$ cat src/rtl/fpu_pkg.sv
// Shared types for the FPU sharing logic: result status codes, arbiter states, operand field layout.
package fpu_pkg;

  typedef enum logic [3:0] {
    OVERFLOW  = 4'd0,
    UNDERFLOW = 4'd1,
    EXACT     = 4'd2,
    INEXACT   = 4'd3
  } status_t;

  typedef enum logic [1:0] {
    IDLE    = 2'd0,
    ISSUE   = 2'd1,
    WAIT    = 2'd2,
    RESPOND = 2'd3
  } arb_state_t;

  // Operand word: sign[31], exp[30:21], mant[20:0]
  localparam int SIGN_BIT = 31;
  localparam int EXP_MSB  = 30;
  localparam int EXP_LSB  = 21;
  localparam int MANT_W   = 21;

endpackage

$ cat src/rtl/fpu_arbiter_rr_pick.sv
// Combinational round-robin pick: first requester at or after last_grant+1 (mod N_REQ).
module rr_pick #(
  parameter int N_REQ = 4,
  parameter int IW    = 2
) (
  input  logic [N_REQ-1:0] req,
  input  logic [IW-1:0]    last_grant,
  output logic [N_REQ-1:0] grant_onehot,
  output logic [IW-1:0]    grant_idx,
  output logic             any
);

  logic          found;
  logic [IW-1:0] cand;

  always_comb begin
    grant_onehot = '0;
    grant_idx    = '0;
    found        = 1'b0;
    cand         = '0;
    for (int i = 1; i <= N_REQ; i++) begin
      cand = IW'((int'(last_grant) + i) % N_REQ);
      if (!found && req[cand]) begin
        found              = 1'b1;
        grant_idx          = cand;
        grant_onehot[cand] = 1'b1;
      end
    end
  end

  assign any = found;

endmodule

$ cat src/rtl/fpu_arbiter.sv
// Round-robin sequencer sharing one FPU adder core; one operation in flight, response L+2 cycles after accept.
// Optional WAIT timeout abort is built in when FPU_ARB_TIMEOUT_EN is defined.
module fpu_arbiter
  import fpu_pkg::*;
#(
  parameter int N_REQ   = 4,
  parameter int TIMEOUT = 64
) (
  input  logic                  clock_100Khz,
  input  logic                  reset,
  input  logic [N_REQ-1:0]      req_valid,
  input  logic [N_REQ-1:0][31:0] req_a,
  input  logic [N_REQ-1:0][31:0] req_b,
  output logic [N_REQ-1:0]      req_ready,
  output logic [N_REQ-1:0]      rsp_valid,
  output logic [31:0]           rsp_data,
  output status_t               rsp_status,
  output logic                  rsp_err,
  output logic                  busy,
  output logic [31:0]           fpu_op_a,
  output logic [31:0]           fpu_op_b,
  output logic                  fpu_start,
  input  logic                  fpu_done,
  input  logic [31:0]           fpu_data,
  input  logic [3:0]            fpu_status
);

  localparam int IW = (N_REQ > 1) ? $clog2(N_REQ) : 1;

  arb_state_t      state;
  logic [IW-1:0]   last_grant;
  logic [IW-1:0]   grant_q;
  logic [N_REQ-1:0] grant_onehot;
  logic [IW-1:0]   grant_idx;
  logic            grant_any;

  rr_pick #(
    .N_REQ (N_REQ),
    .IW    (IW)
  ) u_rr_pick (
    .req          (req_valid),
    .last_grant   (last_grant),
    .grant_onehot (grant_onehot),
    .grant_idx    (grant_idx),
    .any          (grant_any)
  );

  // Accept is only offered in IDLE and never while reset is held.
  assign req_ready = (state == IDLE && reset) ? grant_onehot : '0;

`ifdef FPU_ARB_TIMEOUT_EN
  localparam int CNT_W = $clog2(TIMEOUT + 1);
  logic [CNT_W-1:0] wait_cnt;
`else
  logic timeout_unused;
  assign timeout_unused = (TIMEOUT > 0);
  assign rsp_err = 1'b0;
`endif

  always_ff @(posedge clock_100Khz or negedge reset) begin
    if (!reset) begin
      state      <= IDLE;
      last_grant <= IW'(N_REQ - 1);
      grant_q    <= '0;
      rsp_valid  <= '0;
      rsp_data   <= '0;
      rsp_status <= EXACT;
      busy       <= 1'b0;
      fpu_op_a   <= '0;
      fpu_op_b   <= '0;
      fpu_start  <= 1'b0;
`ifdef FPU_ARB_TIMEOUT_EN
      rsp_err    <= 1'b0;
      wait_cnt   <= '0;
`endif
    end else begin
      case (state)
        IDLE: begin
          if (grant_any) begin
            fpu_op_a  <= req_a[grant_idx];
            fpu_op_b  <= req_b[grant_idx];
            grant_q   <= grant_idx;
            fpu_start <= 1'b1;
            busy      <= 1'b1;
            state     <= ISSUE;
          end
        end
        ISSUE: begin
          fpu_start <= 1'b0;
`ifdef FPU_ARB_TIMEOUT_EN
          wait_cnt  <= '0;
`endif
          state     <= WAIT;
        end
        WAIT: begin
          if (fpu_done) begin
            rsp_data   <= fpu_data;
            rsp_status <= status_t'(fpu_status);
            rsp_valid  <= N_REQ'(1) << grant_q;
`ifdef FPU_ARB_TIMEOUT_EN
            rsp_err    <= 1'b0;
`endif
            state      <= RESPOND;
          end
`ifdef FPU_ARB_TIMEOUT_EN
          // Abort: a zero/OVERFLOW result flagged with rsp_err frees the core for others.
          else if (wait_cnt == CNT_W'(TIMEOUT - 1)) begin
            rsp_data   <= '0;
            rsp_status <= OVERFLOW;
            rsp_err    <= 1'b1;
            rsp_valid  <= N_REQ'(1) << grant_q;
            state      <= RESPOND;
          end else begin
            wait_cnt   <= wait_cnt + CNT_W'(1);
          end
`endif
        end
        RESPOND: begin
          rsp_valid  <= '0;
          last_grant <= grant_q;
          busy       <= 1'b0;
          state      <= IDLE;
        end
        default: state <= IDLE;
      endcase
    end
  end

endmodule

$ cat config.mk
export PLATFORM = sky130hd
export DESIGN_NAME = fpu_arbiter
export DESIGN_NICKNAME = d
export VERILOG_FILES = /design/src/rtl/fpu_pkg.sv /design/src/rtl/fpu_arbiter_rr_pick.sv /design/src/rtl/fpu_arbiter.sv
export SDC_FILE = /design/constraint.sdc
export NUM_CORES = 1
export LEC_CHECK = 0
export ABC_AREA = 1
export BUFFER_PORTS_ARGS = -buffer_cell sky130_fd_sc_hd__buf_4
export CORE_AREA = 2 2 161 163
export CTS_CLUSTER_DIAMETER = 100
export DETAILED_ROUTE_END_ITERATION = 8
export DIE_AREA = 0 0 163 165
export GPL_ROUTABILITY_DRIVEN = 0
export PLACE_DENSITY = 0.61
export SLEW_MARGIN = 20
export SYNTH_ARGS = -nofsm -noshare
export SYNTH_HDL_FRONTEND = slang
export SYNTH_SLANG_ARGS = --single-unit
$ cat constraint.sdc
create_clock -name clock_100Khz -period 2.9 [get_ports clock_100Khz]
set_clock_uncertainty 0.2 [all_clocks]
set_input_delay 0.145 -clock clock_100Khz [delete_from_list [all_inputs] [get_ports clock_100Khz]]
set_output_delay 0.145 -clock clock_100Khz [all_outputs]
set_load 0.02 [all_outputs]
; After elaboration in Yosys (flattened, before gate mapping)
; Index checks and enable logic that the tools add are counted.
[word_totals]
romBits = 0
n_memories = 0
latchBits = 0
in_bits = 299
reg_bits = 112
ramBits = 0
elab_cells = 94
output_inout_bits = 111
[classes]
n_mux = 41
shift = 1
addsub = 4
eq_ne = 5
div_mod_pow = 0
multipliers = 0
reduce_logical = 21
bitwise_logic = 3
magnitude_cmp = 9
[ops]
columns = op, n
row1 = 32-bit binary-select mux with 2-bit select, 2
row2 = 32-bit 2-to-1 mux, 2
row3 = 4-bit 2-to-1 mux, 6
row4 = "2-bit by 3-bit < comparator with 1-bit output, second input constant", 5
row5 = 1-bit 2-to-1 mux, 13
row6 = 2-bit 2-to-1 mux, 6
row7 = 4-bit OR, 3
row8 = 2-bit AND reduction, 6
row9 = 1-bit binary-select mux with 2-bit select, 4
row10 = 1-bit demux with 2-bit select, 4
row11 = "2-bit by 1-bit >= comparator with 1-bit output, second input constant", 4
row12 = 1-bit logical AND, 8
row13 = 2-bit case mux with 4 select lines, 1
row14 = 4-bit case mux with 2 select lines, 1
row15 = 2-bit nonzero test, 3
row16 = "2-bit by 1-bit adder with 2-bit output, second input constant", 2
row17 = "2-bit adder, second input constant", 2
row18 = "2-bit == test, second input constant", 2
row19 = "2-bit != test, second input constant", 2
row20 = 1-bit case mux with 2 select lines, 2
row21 = "1-bit by 2-bit left shift with 4-bit output, first input constant", 1
row22 = 1-bit zero test, 3
row23 = "2-bit by 1-bit == test with 1-bit output, second input constant", 1
row24 = 2-bit zero test, 1

; Longest topological paths before layout
; Gate-level depths: netlist of run 1.
[logic_depth]
depth_word = 15
mapped_depth = 18
mapped_depth_nobuf = 15

; Hierarchy
; From an unflattened synthesis of run 1, not the netlist that was laid out.
[unflattened]
cells_unflattened = 1106
area_unflattened_um2 = 7307.0
[modules_own_cells]
columns = mod, area_per_inst_um2, cells_per_inst, n_inst, seq_area_each_um2
row1 = fpu_arbiter, 6849.1, 1032, 1, 2806.4
row2 = rr_pick, 457.9, 74, 1, 0.0

; Worst setup path before layout of run 1
; Ideal clock, no wire load.
[synth_path]
kind = register -> register
from = reg last_grant[0]
to = reg fpu_op_a[29]
path_stages_with_launch = 16
synth_period_minus_slack_ns = 2.574
n_path_buf = 3
setup_time_ns = 0.124
t_arrival_ns = 2.249
setup_slack_ns = 0.326
path_cell_list = dfstp_2 -> buf_6 -> inv_6 -> ha_1 -> nand3_2 -> nand2_4 -> inv_2 -> o21ai_1 -> nand2_1 -> nand2_1 -> nand2_2 -> buf_6 -> buf_2 -> or2_1 -> nand3_1 -> nand3_1
[synth_between]
elab_chain_len = 15
word_cells_on_any_way = 29
classes_between = 4 x add/sub / 18 x mux / 7 x reduce/logical
[synth_lines]
columns = element, line_no
row1 = from (decl), fpu_arbiter.sv:31  ; logic [IW-1:0] last_grant;
row2 = from (signal assigned), fpu_arbiter.sv:63  ; last_grant <= IW'(N_REQ - 1);
row3 = from (signal assigned), fpu_arbiter.sv:120  ; last_grant <= grant_q;
row4 = 2-bit by 1-bit adder with 2-bit output, fpu_arbiter_rr_pick.sv:22  ; cand = IW'((int'(last_grant) + i) % N_REQ);
row5 = 1-bit binary-select mux with 2-bit select, fpu_arbiter_rr_pick.sv:23  ; if (!found && req[cand]) begin
row6 = 1-bit 2-to-1 mux (implied by the code), fpu_arbiter_rr_pick.sv:23
row7 = 1-bit 2-to-1 mux, fpu_arbiter_rr_pick.sv:23
row8 = 1-bit zero test, fpu_arbiter_rr_pick.sv:23
row9 = 1-bit logical AND, fpu_arbiter_rr_pick.sv:23
row10 = 1-bit 2-to-1 mux, fpu_arbiter_rr_pick.sv:23
row11 = 1-bit zero test, fpu_arbiter_rr_pick.sv:23
row12 = 1-bit logical AND, fpu_arbiter_rr_pick.sv:23
row13 = 1-bit 2-to-1 mux, fpu_arbiter_rr_pick.sv:23
row14 = 1-bit zero test, fpu_arbiter_rr_pick.sv:23
row15 = 1-bit logical AND, fpu_arbiter_rr_pick.sv:23
row16 = 2-bit 2-to-1 mux, fpu_arbiter_rr_pick.sv:23
row17 = 32-bit binary-select mux with 2-bit select, fpu_arbiter.sv:80  ; fpu_op_a <= req_a[grant_idx];
row18 = 32-bit 2-to-1 mux (implied by the code), fpu_arbiter.sv:80
row19 = to (signal assigned), fpu_arbiter.sv:80
row20 = to (decl), fpu_arbiter.sv:20  ; output logic [31:0] fpu_op_a,
; Parallel ways exist; a longest one is shown, timed or not. The select of a mux whose other input is x is not followed.
; A chain may end at the register's enable or synchronous reset.

; Worst setup path after layout of run 1
[layout_path]
from = reg last_grant[0]
to = out req_ready[0]
[layout_between]
elab_chain_len = 14
word_cells_on_any_way = 49
classes_between = 4 x add/sub / 8 x order compare / 24 x mux / 3 x bitwise / 10 x reduce/logical
[layout_lines]
columns = element, line_no
row1 = "parallel branches: the longest is 12 deep, another holds 2-bit by 3-bit < comparator with 1-bit output", n/a
row2 = 4-bit 2-to-1 mux *, fpu_arbiter_rr_pick.sv:23
row3 = 4-bit 2-to-1 mux *, fpu_arbiter.sv:49  ; assign req_ready = (state == IDLE && reset) ? grant_onehot : '0;
row4 = to (decl), fpu_arbiter.sv:14  ; output logic [N_REQ-1:0] req_ready,
; Every way passes the cells marked *. The select of a mux whose other input is x is not followed.

==> flow_summary.yaml, run 1 <==
status:
  status: "complete, no violations"
routing:
  ant_nets: 0
  vias_per_cell: 4.65
  dr.pass1.iters: 6
  drc: 0
  drt_iter0_drc: 636
  routedWlPerCell_um: 15.5
  vias: 9788
  drt_wl_total_mm: 32.5
logic_synthesis:
  async_flop_share: 1.00
  synth_area_mm2: 0.00787
  synth_ff_type: "dfrtp_1"
  ys_types: 34
  ys_warn_count: 0
  syn_area_per_cell_um2: 6.66
  yosysTopAreaCell: "dfrtp_1"
  synth_area_leaders: "dfrtp_1 35%, nand2_1 18%, nand3_1 16%, inv_1 11%, mux2_2 5.2%"
  synth-edff-count: 0
  synth_seq_cells: 112
  synth_top_area_share: 0.347
  yosysSeqAreaShare: 0.357
  syn_inst: 1181
  syn_nets: 1493
placed_design:
  dpl_worst_slack_ns: 0.161
  io_buffers: 408
  place_area_mm2: 0.0113
  post-place-cells: 1875
  place_hpwl_mm: 21.5
pwr:
  ir_drop_uv: 1260
  total_power_mw: 16.6
  p_per_area_mw_per_mm2: 1200
  p_leak_nw: 7.80
timing:
  rsz0062_at_grt: "no"
  drv_slew: 0
  fin_ws_ns: 0.182
  hold_viol: 0
  setup_violations: 0
  finalSetupTns_ns: 0
  tightest_slew_ns: 0.643
  fmax_mhz: 368
  min_period_ns: 2.72
  maxSlewHeadroom: 0.571
  timing.final.crit_share: 0.937
floorplan:
  core_area_mm2: 0.0250
  ioPinCount: 410
  rows: 58
  die_h_um: 165
  die-area_mm2: 0.0269
  start_util: 0.314
  die_w_um: 163
global_route:
  grt_start_max_net_pins: 113
  antenna_found_initial: 1
  grt_pass1_vias: 10000
  grtUsageTotal: 0.236
  grt-ovfl-total: 0
  grt_pass1_wl_mm: 50.4
cts:
  post_cts.repair.setup_buffers: 0
  clock_sinks: 112
  cts_tree: "yes"
  htree_levels: 3
  clk_pin_slew_ns: 0.08
  cts-root-buf: "clkbuf_16"
  clock_latency_ns: 0.36
  numCtsBuffers: 9
  clockBufferDepth: 2
critical_path:
  worstPathArrival_ns: 2.37
  crit_chain: "inv_6 -> ha_4 -> inv_2 -> nand2_2 -> nand2_4 -> inv_4 -> nand3_4 -> nor2_4 -> nand2_1 -> a31o_2 -> inv_1 -> buf_4"
  cp.buffers_inverters: 5
  path_max_fanout: 13
  critPathSlowestCell: "dfstp_2"
  crit_required_ns: 2.56
  startpoint_type: "flop"
  crit_type: "reg2out"
  end_kind: "primary output"
  crit_path_max_incr_delay_ns: 0.58
  crit_family: "flip-flops"
min_path:
  worst_hold_path_type: "in2reg"
final_layout:
  instances_no_fill: 2105
  synthToLayoutAreaGrowth_pct: 75.7
  stdcell_area_mm2: 0.0138
  nets: 2081
  final_layout_size_suffix_gt1_frac: 0.304
job:
  cap_violations: 0
[worst min-delay path: cells and delay by family]
kind | cells | cell delay, ns
buffers and inverters | 2 | 0.11
AND/OR/NAND/NOR | 5 | 0.27
[path summary, 6_finish.rpt]
check / end / cells after the start / slack, ns / start
max: req_ready[0] / 12 / 0.18 / last_grant[0]$_DFFE_PN1P_
max in group asynchronous: fpu_op_b[5]$_DFFE_PN0P_ / 3 / 1.77 / reset
max reg2reg: fpu_op_a[21]$_DFFE_PN0P_ / 13 / 0.20 / last_grant[0]$_DFFE_PN1P_
min reg2reg: fpu_op_b[16]$_DFFE_PN0P_ / 2 / 0.28 / fpu_op_b[16]$_DFFE_PN0P_
min: fpu_op_a[8]$_DFFE_PN0P_ / 7 / 0.002 / req_a[72]
min in group asynchronous: fpu_op_b[25]$_DFFE_PN0P_ / 3 / 0.26 / reset
[cells by family (layout without fill, tap and decap cells)]
logic type | after synthesis | count (layout) | synth area share
DFF | 112 | 112 | 0.357
muxes | 36 | 36 | 0.0515
and+or+nand+nor | 683 | 683 | 0.386
adders and majority gates | 13 | 13 | 0.0207
buffers and inverters | 311 | 904 | 0.164
AOI/OAI and AO/OA | 25 | 25 | 0.0205
other | 1 | 2 | 0.000477
[final cells by class]
cell class | count | area, um2
Fill cell | 2274 | 11200
Clock buffer | 10 | 239
Tap cell | 330 | 413
Clock inverter | 6 | 68.8
Multi-Input combinational cell | 758 | 3840
Antenna cell | 1 | 2.50
Timing Repair Buffer | 643 | 5520
Inverter | 245 | 927
Sequential cell | 112 | 2810
[power by group]
group          internal, mW  total (mW)  switching [mW]
clock                 0.637        1.32           0.680
sequential             2.41        2.87           0.467
combinational          4.86        12.4            7.52
total                  7.90        16.6            8.67
[timing repair]
item / 4_1_cts / 5_1_grt
pin swaps: 0 / 1
endpoints found under the setup margin: 4 / 68
endpoints found under the hold margin: 210 / 0
hold buffers: 213 / 0
gates resized for setup: 2 / 7
[stage by stage]
step	utilization	hold slack (ns)
after floorplan	-	-0.351
after global placement	0.453	0.139
after detailed placement	0.453	0.144
after CTS	0.550	0.00273
after global routing	0.552	0.0299
final	0.552	0.00182
[cell usage in the layout (no fill, tap or decap), drive strengths merged]
cell type	Yosys	routed
a21oi	7	7
a22oi	3	3
a31o	1	1
buf	50	430
clkbuf	16	10
clkinv	0	2
clkinvlp	0	1
conb	1	1
dfrtp	109	109
dfstp	3	3
diode	0	1
dlygate4sd3	0	213
ha	13	13
inv	245	248
mux2	36	36
nand2	378	378
nand3	253	253
nand4	4	4
nor2	10	10
o21a	1	1
o21ai	12	12
o22ai	1	1
or2	38	38
[synth_stat cells (9+ instances only)]
master / count
buf_2: 31
buf_4: 16
clkbuf_1: 16
dfrtp_1: 109
ha_1: 13
inv_1: 239
mux2_2: 36
nand2_1: 370
nand3_1: 250
nor2_1: 9
o21ai_0: 9
or2_2: 25
[state kept, by name, indices dropped and copies added, names as in the netlist, 2 cells and up]
signal	cells
fpu_op_a	32
fpu_op_b	32
rsp_data	32
rsp_status	4
rsp_valid	4
grant_q	2
last_grant	2
state	2
[metal layers]
layer | routed length, um | part of all wire | global-route usage
met1 | 12600 | 0.39 | 0.268
met2 | 16300 | 0.50 | 0.421
met3 | 1910 | 0.059 | 0.0472
met4 | 1740 | 0.054 | 0.125
met5 | 0 | 0 | 0
(Power assumes the default switching activity.)
==> run 2, diff against run 1 <==
Settings changed: CORE_AREA 2 2 161 163 to not set, CORE_MARGIN set to 2, CORE_UTILIZATION set to 33, DIE_AREA 0 0 163 165 to not set, PLACE_DENSITY 0.61 to 0.64.
==> flow_summary.yaml, run 2 (synthesis gave the netlist of run 1 again) <==
cts:
  htree_levels: 3
  cts-root-buf: "clkbuf_16"
  clk_pin_slew_ns: 0.09
  numCtsBuffers: 9
  clock_latency_ns: 0.37
  cts_tree: "yes"
  clockBufferDepth: 2
  clock_sinks: 112
final_layout:
  synthToLayoutAreaGrowth_pct: 79.1
  final_layout_size_suffix_gt1_frac: 0.300
  layout_commonest_cell: "buf_4"
  multiInputGateArea_mm2: 0.00384
  nets: 2109
  fillers: 2035
  regArea_mm2: 0.00281
  most-common-layout-cells: "419 x buf_4, 368 x nand2_1, 250 x nand3_1"
  largest_registers: "fpu_op_a x32, fpu_op_b x32, rsp_data x32"
routing:
  vias_per_cell: 4.69
  dr.pass1.iters: 6
  drc: 0
  ant_nets: 0
  routedWlPerCell_um: 15.6
  drt_iter0_drc: 716
  vias: 9972
  drt_wl_total_mm: 33.1
critical_path:
  end_kind: "primary output"
  crit_chain: "inv_6 -> ha_4 -> inv_2 -> nand2_2 -> nand2_4 -> inv_4 -> nand3_4 -> nor2_4 -> nand2_1 -> a31o_2 -> inv_1 -> buf_4"
  cp.buffers_inverters: 5
  crit_required_ns: 2.56
  worstPathArrival_ns: 2.39
  critPathSlowestCell: "dfstp_2"
  path_max_fanout: 13
  r2r-end: "fpu_op_b[18]$_DFFE_PN0P_"
  rr_worst_depth: 15
  crit_type: "reg2out"
  crit_family: "flip-flops"
  startpoint_type: "flop"
  r2r-start: "last_grant[0]$_DFFE_PN1P_"
  crit_path_max_incr_delay_ns: 0.58
  regToRegSetupSlack_ns: 0.20
pwr:
  p_seq_frac: 0.172
  p_sw_mw: 8.81
  p_per_area_mw_per_mm2: 1190
  power_frac_clock: 0.077
  total_power_mw: 16.8
  comb_power_share: 0.750
  p_leak_nw: 7.92
  internal_power_mw: 7.95
  p_sw_frac: 0.526
  ir_drop_uv: 1550
placed_design:
  place_hpwl_mm: 21.0
  io_buffers: 408
floorplan:
  die-area_mm2: 0.0251
  die_w_um: 158
  start_util: 0.336
  rows: 56
  die_h_um: 158
  core_area_mm2: 0.0234
  ioPinCount: 410
timing:
  fmax_mhz: 366
  finalSetupTns_ns: 0
  tightest_slew_ns: 0.690
  hold_viol: 0
  maxSlewHeadroom: 0.540
  drv_slew: 0
  timing.final.crit_share: 0.942
  min_period_ns: 2.73
  rsz0062_at_grt: "no"
  setup_violations: 0
global_route:
  grt_start_max_net_pins: 113
  grt_pass1_vias: 9876
  grt_pass1_wl_mm: 50.0
  antenna_found_initial: 1
  grt-ovfl-total: 0
  grtUsageTotal: 0.254
min_path:
  hp-start: "req_b[26]"
  worst_hold_path_type: "in2reg"
  min_path_cells: 7
  min_to: "fpu_op_b[26]$_DFFE_PN0P_"
job:
  cap_violations: 0
status:
  status: "complete, no violations"
[run 2: cell types whose count changed in the layout (fill, tap and decap cells not counted), sizes merged]
| cell | previous run | this run |
|---|---|---|
| clkinv | 2 | 4 |
| buf | 430 | 431 |
| dlygate4sd3 | 213 | 239 |
| diode | 1 | 3 |
| clkinvlp | 1 | 0 |
[run 2: worst max-delay path by stage]
stage | startpoint | to | slack, ns | cells after the start
2_1_floorplan | last_grant[0]$_DFFE_PN1P_ | fpu_op_a[29]$_DFFE_PN0P_ | 0.33 | 15
3_3_place_gp | last_grant[0]$_DFFE_PN1P_ | fpu_op_b[18]$_DFFE_PN0P_ | 0.12 | 16
3_5_place_dp | last_grant[0]$_DFFE_PN1P_ | fpu_op_b[18]$_DFFE_PN0P_ | 0.11 | 15
4_1_cts | last_grant[0]$_DFFE_PN1P_ | req_ready[0] | 0.01 | 12
5_1_grt | last_grant[0]$_DFFE_PN1P_ | req_ready[0] | 0.02 | 12
6_report | last_grant[0]$_DFFE_PN1P_ | req_ready[0] | 0.17 | 12
[run 2: cell type report]
type                    instances  area share
well taps                     319      0.0283
clock inverters                 7     0.00533
inverters                     245      0.0658
diodes                          3    0.000533
repair buffers                671       0.412
multi-input cells             758       0.272
clock buffers                   9      0.0160
flip-flops and latches        112       0.199
[run 2: stage by stage]
stage | util | hold slack [ns] | instance area [um2] | std cells | worst slack, ns
3_5_place_dp | 0.484 | 0.165 | 11300 | 1865 | 0.105
6_report | 0.602 | 0.00623 | 14100 | 2124 | 0.169
2_1_floorplan | - | -0.351 | 7870 | 1181 | 0.326
5_1_grt | 0.602 | 0.0347 | 14100 | 2122 | 0.0232
4_1_cts | 0.599 | 0.0000950 | 14000 | 2120 | 0.0133
3_3_place_gp | 0.484 | 0.154 | 11300 | 1865 | 0.116
[run 2: power by group through the flow]
stage               clock [mW]  combinational (mW)  sequential, mW
global route              1.40                13.9            2.98
floorplan                    0                7.26            3.72
CTS                       1.36                12.2            2.86
detailed placement           0                11.9            2.87
global placement             0                11.8            2.87
finish                    1.30                12.6            2.89
[run 2: routing by layer]
metal / up-vias / track usage / part of all wire
met5: - / 0 / 0
met4: 0 / 0.130 / 0.049
met3: 127 / 0.0580 / 0.070
met2: 430 / 0.447 / 0.51
met1: 4596 / 0.289 / 0.37
li1: 4819 / - / -
[run 2: worst register-to-register path, delay by kind of cell, from the launching register on]
family                   cells  cell delay, ns
AND/OR/NAND/NOR              9            0.90
flip-flops                   1            0.58
buffers and inverters        4            0.47
adder cells (fa/ha/maj)      1            0.30
AO/OA/AOI/OAI                1            0.18
[run 2: timing repair]
| item | in CTS | in global routing |
|---|---|---|
| buffers inserted | 0 | 0 |
| cloned | 0 | 1 |
| pin swaps | 0 | 1 |
| resized for setup | 2 | 6 |
| endpoints found under the setup margin | 4 | 52 |
| hold endpoints to repair | 211 | 0 |
| hold buffers | 239 | 0 |
==> run 3, diff against run 2 <==
Settings changed: MAX_ROUTING_LAYER set to met4.
==> flow_summary.yaml, run 3 (synthesis gave the netlist of run 1 again) <==
timing:
  fin_ws_ns: 0.171
  timing.final.crit_share: 0.941
  tightest_slew_ns: 0.658
  worst_hold_slack_ns: -0.00253
  hold_viol: 1
  rsz0062_at_grt: "no"
  maxSlewHeadroom: 0.561
  drv_slew: 0
  min_period_ns: 2.73
  setup_violations: 0
  fmax_mhz: 366
  finalSetupTns_ns: 0
floorplan:
  die_w_um: 158
  die_h_um: 158
  ioPinCount: 410
  core_area_mm2: 0.0234
  die-area_mm2: 0.0251
  rows: 56
  start_util: 0.336
placed_design:
  place_hpwl_mm: 21.0
  io_buffers: 408
  dpl_worst_slack_ns: 0.105
  post-place-cells: 1865
cts:
  post_cts.repair.setup_buffers: 0
  cts-root-buf: "clkbuf_16"
  cts_tree: "yes"
  clockBufferDepth: 2
  clk_pin_slew_ns: 0.09
  clock_latency_ns: 0.37
  clock_sinks: 112
  htree_levels: 3
  numCtsBuffers: 9
min_path:
  worst_hold_path_type: "in2reg"
critical_path:
  end_kind: "primary output"
  crit_type: "reg2out"
  path_max_fanout: 13
  worstPathArrival_ns: 2.38
  regToRegSetupSlack_ns: 0.20
  startpoint_type: "flop"
  crit_required_ns: 2.56
routing:
  dr.pass1.iters: 5
  drt_wl_total_mm: 33.0
  vias_per_cell: 4.72
  drt_iter0_drc: 692
  ant_nets: 0
  routedWlPerCell_um: 15.6
  drc: 0
  vias: 10000
final_layout:
  nets: 2109
  multiInputGateArea_mm2: 0.00384
  layout_commonest_cell: "buf_4"
  final_layout_size_suffix_gt1_frac: 0.300
  synthToLayoutAreaGrowth_pct: 79.1
  most-common-layout-cells: "419 x buf_4, 368 x nand2_1, 250 x nand3_1"
  regArea_mm2: 0.00281
  utilization: 0.602
  largest_registers: "fpu_op_a x32, fpu_op_b x32, rsp_data x32"
  instances_no_fill: 2123
  fillers: 2033
status:
  status: "complete, but fails checks"
  violations: "hold timing"
global_route:
  grt_pass1_vias: 9905
  grt-ovfl-total: 0
  grt_start_max_net_pins: 113
  grt_pass1_wl_mm: 50.0
  antenna_found_initial: 0
  grtUsageTotal: 0.262
pwr:
  p_leak_nw: 7.92
  p_per_area_mw_per_mm2: 1190
  ir_drop_uv: 1530
job:
  cap_violations: 0
-- run 3: power breakdown --
part | internal [mW] | leakage (nW) | switching [mW] | total [mW]
logic | 4.93 | 6.42 | 7.64 | 12.6
clock network | 0.613 | 0.148 | 0.687 | 1.30
registers | 2.41 | 1.36 | 0.478 | 2.88
total | 7.95 | 7.92 | 8.80 | 16.7
-- run 3: what timing repair did --
| item | 4_1_cts | 5_1_grt |
|---|---|---|
| endpoints found under the hold margin | 211 | 0 |
| resized for setup | 2 | 6 |
| hold buffers | 239 | 0 |
| pin swaps | 0 | 1 |
| cloned | 0 | 1 |
| endpoints found under the setup margin | 4 | 54 |
-- run 3: worst max-delay path, stage by stage (launching register included) --
cell and delay [ns]:
dfstp_2 0.58, inv_6 0.07, ha_4 0.30, inv_2 0.05
nand2_2 0.09, nand2_4 0.09, inv_4 0.10, nand3_4 0.10
nor2_4 0.17, nand2_1 0.06, a31o_2 0.20, inv_1 0.06
buf_4 0.13
-- run 3: final timing paths --
kind / end / depth (start not counted) / startpoint
worst max register to register: fpu_op_b[18]$_DFFE_PN0P_ / 15 / last_grant[0]$_DFFE_PN1P_
min in group asynchronous: fpu_op_a[16]$_DFFE_PN0P_ / 3 / reset
worst min-delay path: fpu_op_b[26]$_DFFE_PN0P_ / 7 / req_b[26]
max in group asynchronous: fpu_op_b[18]$_DFFE_PN0P_ / 3 / reset
worst max-delay path: req_ready[0] / 12 / last_grant[0]$_DFFE_PN1P_
worst min register to register: fpu_op_b[8]$_DFFE_PN0P_ / 2 / fpu_op_b[8]$_DFFE_PN0P_
-- run 3: layer usage --
layer / GRT usage / vias to the layer above / share of wire
met5: - / - / 0
met4: 0.135 / 0 / 0.051
met3: 0.0509 / 126 / 0.065
met2: 0.448 / 469 / 0.51
met1: 0.291 / 4613 / 0.37
li1: - / 4818 / -
-- run 3: area by class of cell --
| type | count | share of cell area |
|---|---|---|
| Tap cell | 319 | 0.0283 |
| Timing Repair Buffer | 671 | 0.412 |
| Clock inverter | 7 | 0.00533 |
| Multi-Input combinational cell | 758 | 0.272 |
| Sequential cell | 112 | 0.199 |
| Inverter | 245 | 0.0658 |
| Antenna cell | 2 | 0.000355 |
| Clock buffer | 9 | 0.0160 |
-- run 3: through the flow --
step / area [um2] / power (mW)
floorplan: 7870 / 11.0
global placement: 11300 / 14.7
detailed placement: 11300 / 14.8
CTS: 14000 / 16.4
global route: 14100 / 18.3
finish: 14100 / 16.7
